$ cat src/rtl/gpio_pkg.sv
// gpio_pkg
// Shared constants for the GPIO register controller: the register map
// seen on the CPU data bus and the default port width.
// No ports.
package gpio_pkg;

  localparam int GPIO_WIDTH = 16;

  localparam logic [2:0] ADDR_DIR   = 3'd0;
  localparam logic [2:0] ADDR_OUT   = 3'd1;
  localparam logic [2:0] ADDR_IN    = 3'd2;
  localparam logic [2:0] ADDR_SET   = 3'd3;
  localparam logic [2:0] ADDR_CLR   = 3'd4;
  localparam logic [2:0] ADDR_IEN   = 3'd5;
  localparam logic [2:0] ADDR_ISTAT = 3'd6;
  localparam logic [2:0] ADDR_TGL   = 3'd7;

endpackage

$ cat src/rtl/gpio_sync_edge.sv
// gpio_sync_edge
// Two-flop synchroniser for the asynchronous pin inputs, a previous-value
// flop and a rising-edge detector. A 2-bit saturating prime counter blanks
// the edge output for the first cycles after reset release, so that a pin
// which is already high then does not look like a rising edge.
// The synchroniser depth is fixed at two stages.
//
// Ports:
//   i_clk   system clock
//   i_rst   asynchronous active-high reset
//   i_pins  raw pin values, asynchronous to i_clk
//   o_sync  synchronised pin values (second stage)
//   o_edge  per-bit rising-edge pulse, masked until primed
module gpio_sync_edge
  import gpio_pkg::*;
#(
  parameter int N = GPIO_WIDTH - 1
) (
  input  logic       i_clk,
  input  logic       i_rst,
  input  logic [N:0] i_pins,
  output logic [N:0] o_sync,
  output logic [N:0] o_edge
);

  logic [N:0] sync1_q;
  logic [N:0] sync2_q;
  logic [N:0] prev_q;
  logic [1:0] prime_q;

  always_ff @(posedge i_clk or posedge i_rst) begin
    if (i_rst) begin
      sync1_q <= '0;
      sync2_q <= '0;
      prev_q  <= '0;
      prime_q <= 2'd0;
    end else begin
      sync1_q <= i_pins;
      sync2_q <= sync1_q;
      prev_q  <= sync2_q;
      if (prime_q != 2'd3) begin
        prime_q <= prime_q + 2'd1;
      end
    end
  end

  // prev only holds real pin history once the counter reaches 3; before
  // that, sync2 & ~prev would report pins that were high at reset release.
  assign o_sync = sync2_q;
  assign o_edge = (prime_q == 2'd3) ? (sync2_q & ~prev_q) : '0;

endmodule

$ cat src/rtl/gpio_ctrl.sv
// gpio_ctrl
// Memory-mapped controller for one GPIO port. Holds the direction and
// output registers that drive the port, reads back the synchronised pins,
// latches rising edges into a sticky status register and raises a level
// interrupt for enabled status bits.
//
// Build option: GPIO_CTRL_TOGGLE_EN turns address 7 into a write-only
// toggle register (OUT ^= wdata). Without it address 7 is reserved.
//
// Ports:
//   i_clk            system clock
//   i_rst            asynchronous active-high reset
//   i_addr           register select
//   i_wdata          write data
//   i_we / i_re      single-cycle write / read strobes
//   o_rdata          registered read data, held between reads
//   o_rvalid         one-cycle pulse the cycle after i_re
//   o_data_dir       direction to the port, 1 = output
//   o_data_transmit  output data to the port
//   i_data_received  pin data from the port, asynchronous
//   o_irq            level interrupt, |(ISTAT & IEN)
module gpio_ctrl
  import gpio_pkg::*;
#(
  parameter int N = GPIO_WIDTH - 1
) (
  input  logic       i_clk,
  input  logic       i_rst,
  input  logic [2:0] i_addr,
  input  logic [N:0] i_wdata,
  input  logic       i_we,
  input  logic       i_re,
  output logic [N:0] o_rdata,
  output logic       o_rvalid,
  output logic [N:0] o_data_dir,
  output logic [N:0] o_data_transmit,
  input  logic [N:0] i_data_received,
  output logic       o_irq
);

  logic [N:0] dir_q;
  logic [N:0] out_q;
  logic [N:0] ien_q;
  logic [N:0] istat_q;
  logic [N:0] pins_sync;
  logic [N:0] pins_edge;
  logic [N:0] w1c_mask;
  logic [N:0] rd_mux;

  gpio_sync_edge #(.N(N)) u_sync_edge (
    .i_clk  (i_clk),
    .i_rst  (i_rst),
    .i_pins (i_data_received),
    .o_sync (pins_sync),
    .o_edge (pins_edge)
  );

  assign w1c_mask = (i_we && (i_addr == ADDR_ISTAT)) ? i_wdata : '0;

  // Read mux sees pre-edge register values, so a same-cycle write and read
  // at one address returns the old contents.
  always_comb begin
    rd_mux = '0;
    case (i_addr)
      ADDR_DIR:   rd_mux = dir_q;
      ADDR_OUT:   rd_mux = out_q;
      ADDR_IN:    rd_mux = pins_sync;
      ADDR_IEN:   rd_mux = ien_q;
      ADDR_ISTAT: rd_mux = istat_q;
      default:    rd_mux = '0;
    endcase
  end

  always_ff @(posedge i_clk or posedge i_rst) begin
    if (i_rst) begin
      dir_q    <= '0;
      out_q    <= '0;
      ien_q    <= '0;
      istat_q  <= '0;
      o_rdata  <= '0;
      o_rvalid <= 1'b0;
    end else begin
      o_rvalid <= i_re;
      if (i_re) begin
        o_rdata <= rd_mux;
      end

      if (i_we) begin
        case (i_addr)
          ADDR_DIR: dir_q <= i_wdata;
          ADDR_OUT: out_q <= i_wdata;
          ADDR_SET: out_q <= out_q | i_wdata;
          ADDR_CLR: out_q <= out_q & ~i_wdata;
          ADDR_IEN: ien_q <= i_wdata;
`ifdef GPIO_CTRL_TOGGLE_EN
          ADDR_TGL: out_q <= out_q ^ i_wdata;
`endif
          default: ;
        endcase
      end

      // A new edge overrides a simultaneous write-1-to-clear.
      istat_q <= (istat_q & ~w1c_mask) | pins_edge;
    end
  end

  assign o_data_dir      = dir_q;
  assign o_data_transmit = out_q;
  assign o_irq           = |(istat_q & ien_q);

endmodule

$ cat config.mk
export PLATFORM = sky130hd
export DESIGN_NAME = gpio_ctrl
export DESIGN_NICKNAME = d
export VERILOG_FILES = /design/src/rtl/gpio_pkg.sv /design/src/rtl/gpio_sync_edge.sv /design/src/rtl/gpio_ctrl.sv
export SDC_FILE = /design/constraint.sdc
export NUM_CORES = 1
export LEC_CHECK = 0
export ABC_CLOCK_PERIOD_IN_PS = 5400
export BUFFER_PORTS_ARGS = -buffer_cell sky130_fd_sc_hd__buf_2
export CAP_MARGIN = 30
export CORE_MARGIN = 4
export CORE_UTILIZATION = 45
export CTS_CLUSTER_SIZE = 40
export DETAILED_ROUTE_END_ITERATION = 12
export PLACE_DENSITY = 0.66
export SLEW_MARGIN = 25
export SYNTH_ARGS = -nofsm -noshare
export SYNTH_HDL_FRONTEND = slang
export SYNTH_HIERARCHICAL = 1
export SYNTH_SLANG_ARGS = --single-unit
$ cat constraint.sdc
create_clock -name i_clk -period 5.4 [get_ports i_clk]
set_clock_uncertainty 0.15 [all_clocks]
set_input_delay 0 -clock i_clk [delete_from_list [all_inputs] [get_ports i_clk]]
set_output_delay 0 -clock i_clk [all_outputs]
set_load 0.005 [all_outputs]
# Yosys cells after proc, flatten, opt, wreduce, memory -nomap -nowiden
# Cells that the tools add are included.
# op_classes
addsub	1
multipliers	0
div	0
n_lt_le_gt_ge	0
n_eq_ne	8
n_shift	0
mux	4
n_bitwise	9
reduce_logical	7
# op_table
cell	count
16-bit one-hot mux with 5 select lines	1
16-bit bitwise AND	4
16-bit NOT	3
16-bit one-hot mux with 3 select lines	1
16-bit 2-to-1 mux	2
16-bit OR	2
16-bit OR reduction	1
3-bit == test, second input constant	3
3-bit by 2-bit == test with 1-bit output, second input constant	2
2-bit AND reduction	3
3-bit by 1-bit == test with 1-bit output, second input constant	1
3-bit logical NOT	1
3-bit nonzero test	1
2-bit by 1-bit adder with 2-bit output, second input constant	1
2-bit == test, second input constant	1
2-bit != test, second input constant	1
1-bit logical AND	1
# totals
ff_bits	131
latch_bits	0
ramBits	0
mem_bits_ro	0
in_bits	39
out_inout_bits	50
mem_count	0

# Longest topological paths before layout
# Gate-level depths: netlist of the first run.
# logic_depth
ltp_word	6
ltp_mapped	6

# By module
# The synthesis of the first run kept the hierarchy.
# by_module_without_submodules
mod	n_inst	cells_each	area_each_um2	seq_area_each_um2
gpio_ctrl	1	335	3963.8	2026.9
gpio_sync_edge	1	72	1458.9	1251.2

# Least setup slack after synthesis of the first run
# Ideal clock, no wire load.
# synth_timing
path_kind	input port to flip-flop
from	input port i_addr[2]
to	register dir_q[0] (netlist: o_data_dir[0])
arrival_time_ns	1.118
slack_ns	4.007
cell_stages	5
path_buffers	2
cell_sequence	and2b_1 buf_4 nor3b_4 buf_8 mux2_4
# synth_via
elab_chain_cells	2
# synth_lines
item	line_no	source
from (decl)	gpio_ctrl.sv:29	input logic [2:0] i_addr,
3-bit logical NOT	gpio_ctrl.sv:89	case (i_addr)
2-bit AND reduction (no source line)	-	
to (signal assigned)	gpio_ctrl.sv:90	ADDR_DIR: dir_q <= i_wdata;
to (decl)	gpio_ctrl.sv:41	logic [N:0] dir_q;
# No other way between the ends.
# A chain may end at the register's enable or synchronous reset.

# Worst setup path after layout of the first run
# layout_timing
from	input port i_addr[1]
to	register out_q[4] (netlist: o_data_transmit[4])
# layout_via
elab_chain_cells	3
word_cells_on_any_way	6
# layout_lines
item	line_no	source
3-bit == test (tied with other cells)	gpio_ctrl.sv:89	
3-bit nonzero test (no source line)	-	
2-bit AND reduction (no source line)	-	
to (signal assigned)	gpio_ctrl.sv:91	ADDR_OUT: out_q <= i_wdata;
to (signal assigned)	gpio_ctrl.sv:92	ADDR_SET: out_q <= out_q | i_wdata;
to (signal assigned)	gpio_ctrl.sv:93	ADDR_CLR: out_q <= out_q & ~i_wdata;
to (decl)	gpio_ctrl.sv:42	logic [N:0] out_q;
# Parallel ways exist; a longest one is shown, timed or not.

==> summary.txt, run 1 <==
Synth
  • Post-synthesis cell count: 407
  • Synth Area per Inst: 13.3 sq um
  • Yosys warning total: 6
  • Synth area leader: dfrtp_1
  • Seq/Total Area, Yosys: 60.5%
  • Distinct cells, synth: 30
  • Synthesized area: 5420 sq um
  • EDFF count, synth: 0
  • Ys flop type: dfrtp_1
  • Area contributors post-synth: dfrtp_1, mux2_2, a21oi_1, mux2_4, a311oi_1
  • Post-synth ARST share: 100%
  • Register bit total from synthesis: 131
  • Most common cell in the netlist: dfrtp_1
  • Synthesized Nets: 448
  • Post-synth top area share: 60.5%
  • Commonest cells in the netlist: dfrtp_1, mux2_2, a21oi_1, nand2_1

Die
  • Rows: 39
  • Die W: 118 um
  • Die ar.: 13900 sq um
  • Total core area: 11600 sq um
  • Die height: 118 um
  • Top Ports: 89
  • Initial Util: 46.7%

Critical path
  • CP max stage delay: 0.65 ns
  • Worst path top cell family by delay: buffers and inverters
  • Reg-to-reg setup timing slack: 3.76 ns
  • Crit Path Class: input port to flip-flop
  • Critical Path Source Type: input port
  • Critical Path Fanout Max: 15
  • Most used cell, CP: dlygate4sd3_1
  • Slowest-stage cell, CP: nand4bb_1
  • Worst reg2reg path startpoint: u_sync_edge/prime_q[0]$_DFFE_PP0P_
  • Arr. time, crit path: 2.43 ns
  • Crit. End Element: flip-flop
  • WP buf/inv: 3
  • CP required: 5.54 ns
  • RR Endpoint: istat_q[2]$_DFF_PP0_
  • Critical path cell sequence: dlygate4sd3_1 -> buf_2 -> nand4bb_1 -> a21oi_1 -> a311oi_1 -> dlygate4sd3_1
  • Depth of the most critical reg-to-reg path: 3

Global route
  • GRT Resource Usage Total: 20.5%
  • Largest net degree at the start of global routing: 51
  • Total grt overflow: 0
  • Initial antenna violation count: 0
  • Vias in the first global route: 4102
  • First-pass GRT wire length: 22300 um

Outcome
  • Run status: finished clean

Detailed routing
  • Post-Route WL: 13300 um
  • DRC viols: 0
  • Vias: 3842
  • Routed wl met3: 759 um
  • Uppermost layer routed: met4
  • Met2 WL: 6730 um
  • Post-DR wirelength/cell: 19.1 um
  • Met1 WL: 5740 um
  • First DRT Iteration DRCs: 308
  • DRT Pass-1 Iters: 4
  • Post-DRT Antenna Nets: 0
  • Routed vias/inst: 5.50

Min path
  • WHS Endpoint: o_data_transmit[5]$_DFFE_PP0P_
  • WHS Path Cells: 3
  • HP Class: input port to flip-flop
  • HP Start: i_addr[0]

Timing
  • RSZ-0062 raised after global routing: false
  • Slew headroom: 35.5%
  • Final period utilization: 42.5%
  • TNS Setup: 0 ns
  • Final hold vios: 0
  • Slew @ Worst Pin: 0.967 ns
  • Timing-limited maximum frequency: 436 MHz
  • Max Slew Vio Count: 0
  • Final setup vio count: 0
  • Period minus WS final: 2.29 ns

Place
  • Gpl congestion: 0.787
  • Placed cell count: 617
  • Dpl hpwl: 8420 um
  • Port bufs: 88

Layout
  • Register area: 3280 sq um
  • Layout cells sized above 1: 35.6%
  • ANT cells: 0
  • Area of the multi-input gates: 1990 sq um
  • Fill cell count: 972
  • Area Overhead vs Synth: 29.5%
  • Nets: 585
  • Post-route insts no fill: 699

Clocking
  • Number of gates resized after CTS: 0
  • Total CTS buffers: 17
  • Number of clock sinks: 131
  • Clock buffer depth: 2
  • CTS tree: yes
  • Worst-Skew Late Latency: 0.41 ns
  • Htree depth: 4
  • Clock slew at reported path FFs: 0.06 ns
  • Clock Root Buffer: clkbuf_16

Flow run
  • Max-cap violation count: 0

Pwr
  • Internal power: 1.96 mW
  • Power share of the clock group: 41.9%
  • Logic gate share of total power: 13.2%
  • Switching Share: 24.4%
  • Power Density: 370 nW/um^2
  • Peak VDD IR: 0.000197 V
  • Seq pwr share: 44.9%
  • Switch Pwr: 635 uW
  • Static Leak: 3.26 nW
==> layout make-up <==
cell class	count	share of cell area, %
multi-input combinational	249	28.4
inverter	3	0.214
sequential	131	46.7
clock buffer	19	6.31
clock inverter	12	1.64
timing repair buffer	142	14.2
tap	143	2.55
==> worst min-delay path: stages <==
cell and delay, ns:
buf_2 0.26, a21oi_1 0.22, a311oi_1 0.07
==> cells in the final DEF, fill, tap and decap left out, drive strengths merged, types with 2 or more instances in the layout <==
cell type,synthesis,layout
clkinv,0,9
dfrtp,131,131
buf,16,92
and3b,20,20
a21oi,48,48
o21ai,2,2
clkbuf,8,19
a221oi,4,4
bufinv,0,2
ha,2,2
a22oi,16,16
dlygate4sd3,0,50
nand2,33,33
a21o,16,16
clkinvlp,0,2
nor2b,16,16
a311oi,15,15
mux2,65,65
a22o,4,4
inv,3,2
==> logic make-up after synthesis <==
| family | count (synthesis) | synth area share, % |
|---|---|---|
| multiplexers | 65 | 14.2 |
| adder cells (fa/ha/maj) | 2 | 0.461 |
| flip-flops | 131 | 60.5 |
| XOR/XNOR | 1 | 0.162 |
| AO/OA/AOI/OAI | 105 | 12.8 |
| AND/OR/NAND/NOR | 76 | 9.18 |
| buffers and inverters | 27 | 2.79 |
==> registers in the layout, summed over array words and instances, names as in the netlist <==
signal / flops
istat_q: 16
u_sync_edge/prime_q: 2
o_data_dir: 16
ien_q: 16
u_sync_edge/o_sync: 16
o_data_transmit: 16
o_rvalid: 1
u_sync_edge/prev_q: 16
u_sync_edge/sync1_q: 16
o_rdata: 16
==> worst max-delay path by stage <==
stage | from | endpoint | slack, ns | depth (start not counted)
after floorplan | i_rst | ien_q[0]$_DFFE_PP0P_ | 3.17 | 1
after CTS | i_addr[1] | o_data_transmit[3]$_DFFE_PP0P_ | 3.18 | 6
after global routing | i_addr[1] | o_data_transmit[4]$_DFFE_PP0P_ | 2.90 | 6
after detailed placement | i_addr[2] | o_data_dir[4]$_DFFE_PP0P_ | 2.91 | 5
after global placement | i_addr[2] | o_data_dir[15]$_DFFE_PP0P_ | 2.65 | 4
final | i_addr[1] | o_data_transmit[4]$_DFFE_PP0P_ | 3.11 | 6
==> metal layers <==
metal	vias up	GRT usage [%]
met3	11	6.25
li1	1764	-
met4	0	6.89
met5	-	0
met2	112	33.1
met1	1955	26.6
==> per-stage QoR <==
step	total power, mW	hold WS [ns]	cell area, sq um	utilization [%]	worst slack [ns]
final	2.60	0.0422	7020	60.5	3.11
after detailed placement	1.50	-0.0404	5950	51.2	2.91
after global routing	2.72	0.0585	7020	60.5	2.90
after floorplan	1.36	-0.119	5420	-	3.17
after global placement	1.48	-0.0424	5910	50.9	2.65
after CTS	2.62	0.00678	7010	60.4	3.18
==> power by group through the flow <==
| stage | sequential, mW | clock [mW] | combinational, mW |
|---|---|---|---|
| 2_1_floorplan | 1.16 | 0 | 0.192 |
| 3_3_place_gp | 1.18 | 0 | 0.301 |
| 3_5_place_dp | 1.18 | 0 | 0.311 |
| 4_1_cts | 1.17 | 1.11 | 0.344 |
| 5_1_grt | 1.18 | 1.16 | 0.379 |
| 6_report | 1.17 | 1.09 | 0.342 |
==> what timing repair did <==
action	CTS	global route
hold buffers	50	0
hold endpoints to repair	210	0
setup buffers	0	0
Power figures use the tool's default switching activity.
==> run 2: changes to the inputs <==
ABC_CLOCK_PERIOD_IN_PS = 1930   (was 5400)
PLACE_DENSITY = 0.69   (was 0.66)
clock period = 1.93 ns   (was 5.4 ns; I/O delays follow)
==> run 2 against run 1 <==
Critical path type is now flip-flop to primary output. First-iteration DRC count decreased by 7.8%. Highest routed layer unchanged. Critical endpoint is now o_irq. Flip-flop and latch count unchanged. Global-route usage shrank 0.11 points. Combinational power increased to 2.8 times the previous value. Critical path depth decreased by 2. Largest cell class unchanged. Die area did not move.
==> summary.txt, run 2 (synthesis gave the netlist of run 1 again) <==
Critical path
  • Critical Path Source Type: flip-flop
  • Total stage count of the critical path: 4 (-2)
  • Worst reg2reg path startpoint: u_sync_edge/prime_q[0]$_DFFE_PP0P_
  • Critical path cell sequence: a22o_1 -> a221oi_1 -> nand4_1 -> buf_2
  • Worst path top cell family by delay: compound AO/OA/AOI/OAI gates
  • Reg-to-reg setup timing slack: 0.35 ns (-3.41 ns)
  • Crit. End Element: primary output
  • Depth of the most critical reg-to-reg path: 3 (unchanged)
  • WP buf/inv: 1 (-2)
  • RR Endpoint: istat_q[15]$_DFF_PP0_
  • CP max stage delay: 0.40 ns (-0.25 ns)
  • Slowest-stage cell, CP: dfrtp_1
  • Arr. time, crit path: 1.71 ns (-0.72 ns)
  • Crit Path Class: flip-flop to primary output
  • Critical Path Fanout Max: 3 (-12)
  • CP required: 1.78 ns (-3.76 ns)

Min path
  • HP Start: i_addr[2]
  • WHS Endpoint: o_data_transmit[15]$_DFFE_PP0P_
  • WHS Path Cells: 4 (+1)
  • HP Class: input port to flip-flop

Clocking
  • Htree depth: 4 (unchanged)
  • Clock slew at reported path FFs: 0.06 ns (about the same)
  • Total CTS buffers: 17 (unchanged)
  • CTS tree: yes
  • Number of clock sinks: 131 (unchanged)
  • Clock buffer depth: 2 (unchanged)
  • Clock Root Buffer: clkbuf_16
  • Worst-Skew Late Latency: 0.41 ns (about the same)
  • Postcts setup bufs: 0 (unchanged)

Layout
  • Register area: 3280 sq um (unchanged)
  • Nets: 589 (+0.68%)
  • ANT cells: 0 (unchanged)
  • Fill cell count: 926 (-4.7%)
  • Layout cells sized above 1: 38.6% (+3.0 points)
  • Area Overhead vs Synth: 30.1%
  • Post-route insts no fill: 703 (+0.57%)
  • Most frequent cells in the layout: dfrtp_1, buf_2, mux2_2
  • Area of the multi-input gates: 2010 sq um (+0.63%)
  • Most common cell after layout, fill and taps aside: dfrtp_1

Die
  • Die height: 118 um (unchanged)
  • Initial Util: 46.7% (unchanged)
  • Top Ports: 89 (unchanged)
  • Rows: 39 (unchanged)
  • Die ar.: 13900 sq um (unchanged)
  • Total core area: 11600 sq um (unchanged)
  • Die W: 118 um (unchanged)

Pwr
  • Power Density: 1040 nW/um^2 (+180%)
  • Peak VDD IR: 0.000539 V (+170%)
  • Static Leak: 3.27 nW (+0.19%)

Detailed routing
  • Vias: 3835 (-0.18%)
  • Post-DR wirelength/cell: 19.4 um (+1.6%)
  • First DRT Iteration DRCs: 284 (-7.8%)
  • DRT Pass-1 Iters: 4 (unchanged)
  • Post-Route WL: 13600 um (+2.2%)
  • DRC viols: 0 (unchanged)
  • Post-DRT Antenna Nets: 0 (unchanged)
  • Routed vias/inst: 5.46 (-0.75%)

Global route
  • First-pass GRT wire length: 22100 um (-1.0%)
  • GRT Resource Usage Total: 20.4% (-0.11 points)
  • Total grt overflow: 0 (unchanged)
  • Largest net degree at the start of global routing: 82 (+61%)
  • Vias in the first global route: 4084 (-0.44%)
  • Initial antenna violation count: 0 (unchanged)

Flow run
  • Max-cap violation count: 0 (unchanged)

Timing
  • Max Slew Vio Count: 0 (unchanged)
  • Timing-limited maximum frequency: 537 MHz
  • Period minus WS final: 1.86 ns
  • TNS Setup: 0 ns (unchanged)
  • Slew headroom: 58.5% (+23 points)
  • Final hold vios: 0 (unchanged)
  • Slew @ Worst Pin: 0.622 ns (-0.345 ns)
  • RSZ-0062 raised after global routing: false
  • Final period utilization: 96.5%
  • Final setup vio count: 0 (unchanged)

Place
  • Gpl congestion: 0.801 (+1.8%)
  • Dpl hpwl: 8740 um (+3.9%)
  • Placed cell count: 634 (+2.8%)
  • Port bufs: 88 (unchanged)

Outcome
  • Run status: finished clean
-- run 2: metal layers --
metal	vias up	routed length, um	global-route usage, %
li1	1773	-	-
met1	1916	6000	27.2
met2	127	6600	32.2
met3	19	808	5.33
met4	0	214	7.77
met5	-	0	0
-- run 2: worst max-delay path by stage --
stage	slack, ns	end	start
final	0.07	o_irq	ien_q[15]$_DFFE_PP0P_
after global routing	0.02	o_irq	ien_q[15]$_DFFE_PP0P_
after CTS	0.07	o_irq	ien_q[15]$_DFFE_PP0P_
after detailed placement	0.35	istat_q[15]$_DFF_PP0_	u_sync_edge/prime_q[0]$_DFFE_PP0P_
after global placement	0.39	istat_q[2]$_DFF_PP0_	u_sync_edge/prime_q[0]$_DFFE_PP0P_
after floorplan	0.54	o_data_dir[0]$_DFFE_PP0P_	i_addr[2]
-- run 2: where the power goes --
group	leakage, nW	switching [mW]	internal [mW]	total [mW]
Combinational	1.45	0.415	0.543	0.958
Sequential	1.54	0.222	3.04	3.27
Clock	0.281	1.13	1.98	3.11
Total	3.27	1.77	5.57	7.33
-- run 2: per-stage QoR --
step / hold slack (ns) / utilization [%] / power (mW) / area, sq um / setup slack [ns]
final: 0.0375 / 60.7 / 7.33 / 7050 / 0.0674
after global routing: 0.0330 / 60.7 / 7.63 / 7050 / 0.0166
after CTS: 0.00144 / 60.6 / 7.39 / 7040 / 0.0738
after detailed placement: -0.0480 / 52.4 / 4.21 / 6080 / 0.345
after global placement: -0.0540 / 52.4 / 4.17 / 6080 / 0.387
after floorplan: -0.119 / - / 3.79 / 5430 / 0.537
-- run 2: layout make-up --
cell class              count  share of cell area, %
clock buffers              21                   6.67
well taps                 143                   2.54
clock inverters            10                   1.53
inverters                   3                  0.213
flip-flops and latches    131                   46.5
multi-input cells         249                   28.4
repair buffers            146                   14.2
-- run 2: worst min-delay path, delay by kind of cell --
kind | cells | cell delay [ns]
buffers and inverters | 2 | 0.32
AO/OA/AOI/OAI | 2 | 0.22
-- run 2: repair_timing --
item / 4_1_cts / 5_1_grt
hold buffers: 38 / 0
endpoints found under the hold margin: 216 / 0
endpoints found under the setup margin: 0 / 2
gates resized for setup: 0 / 3
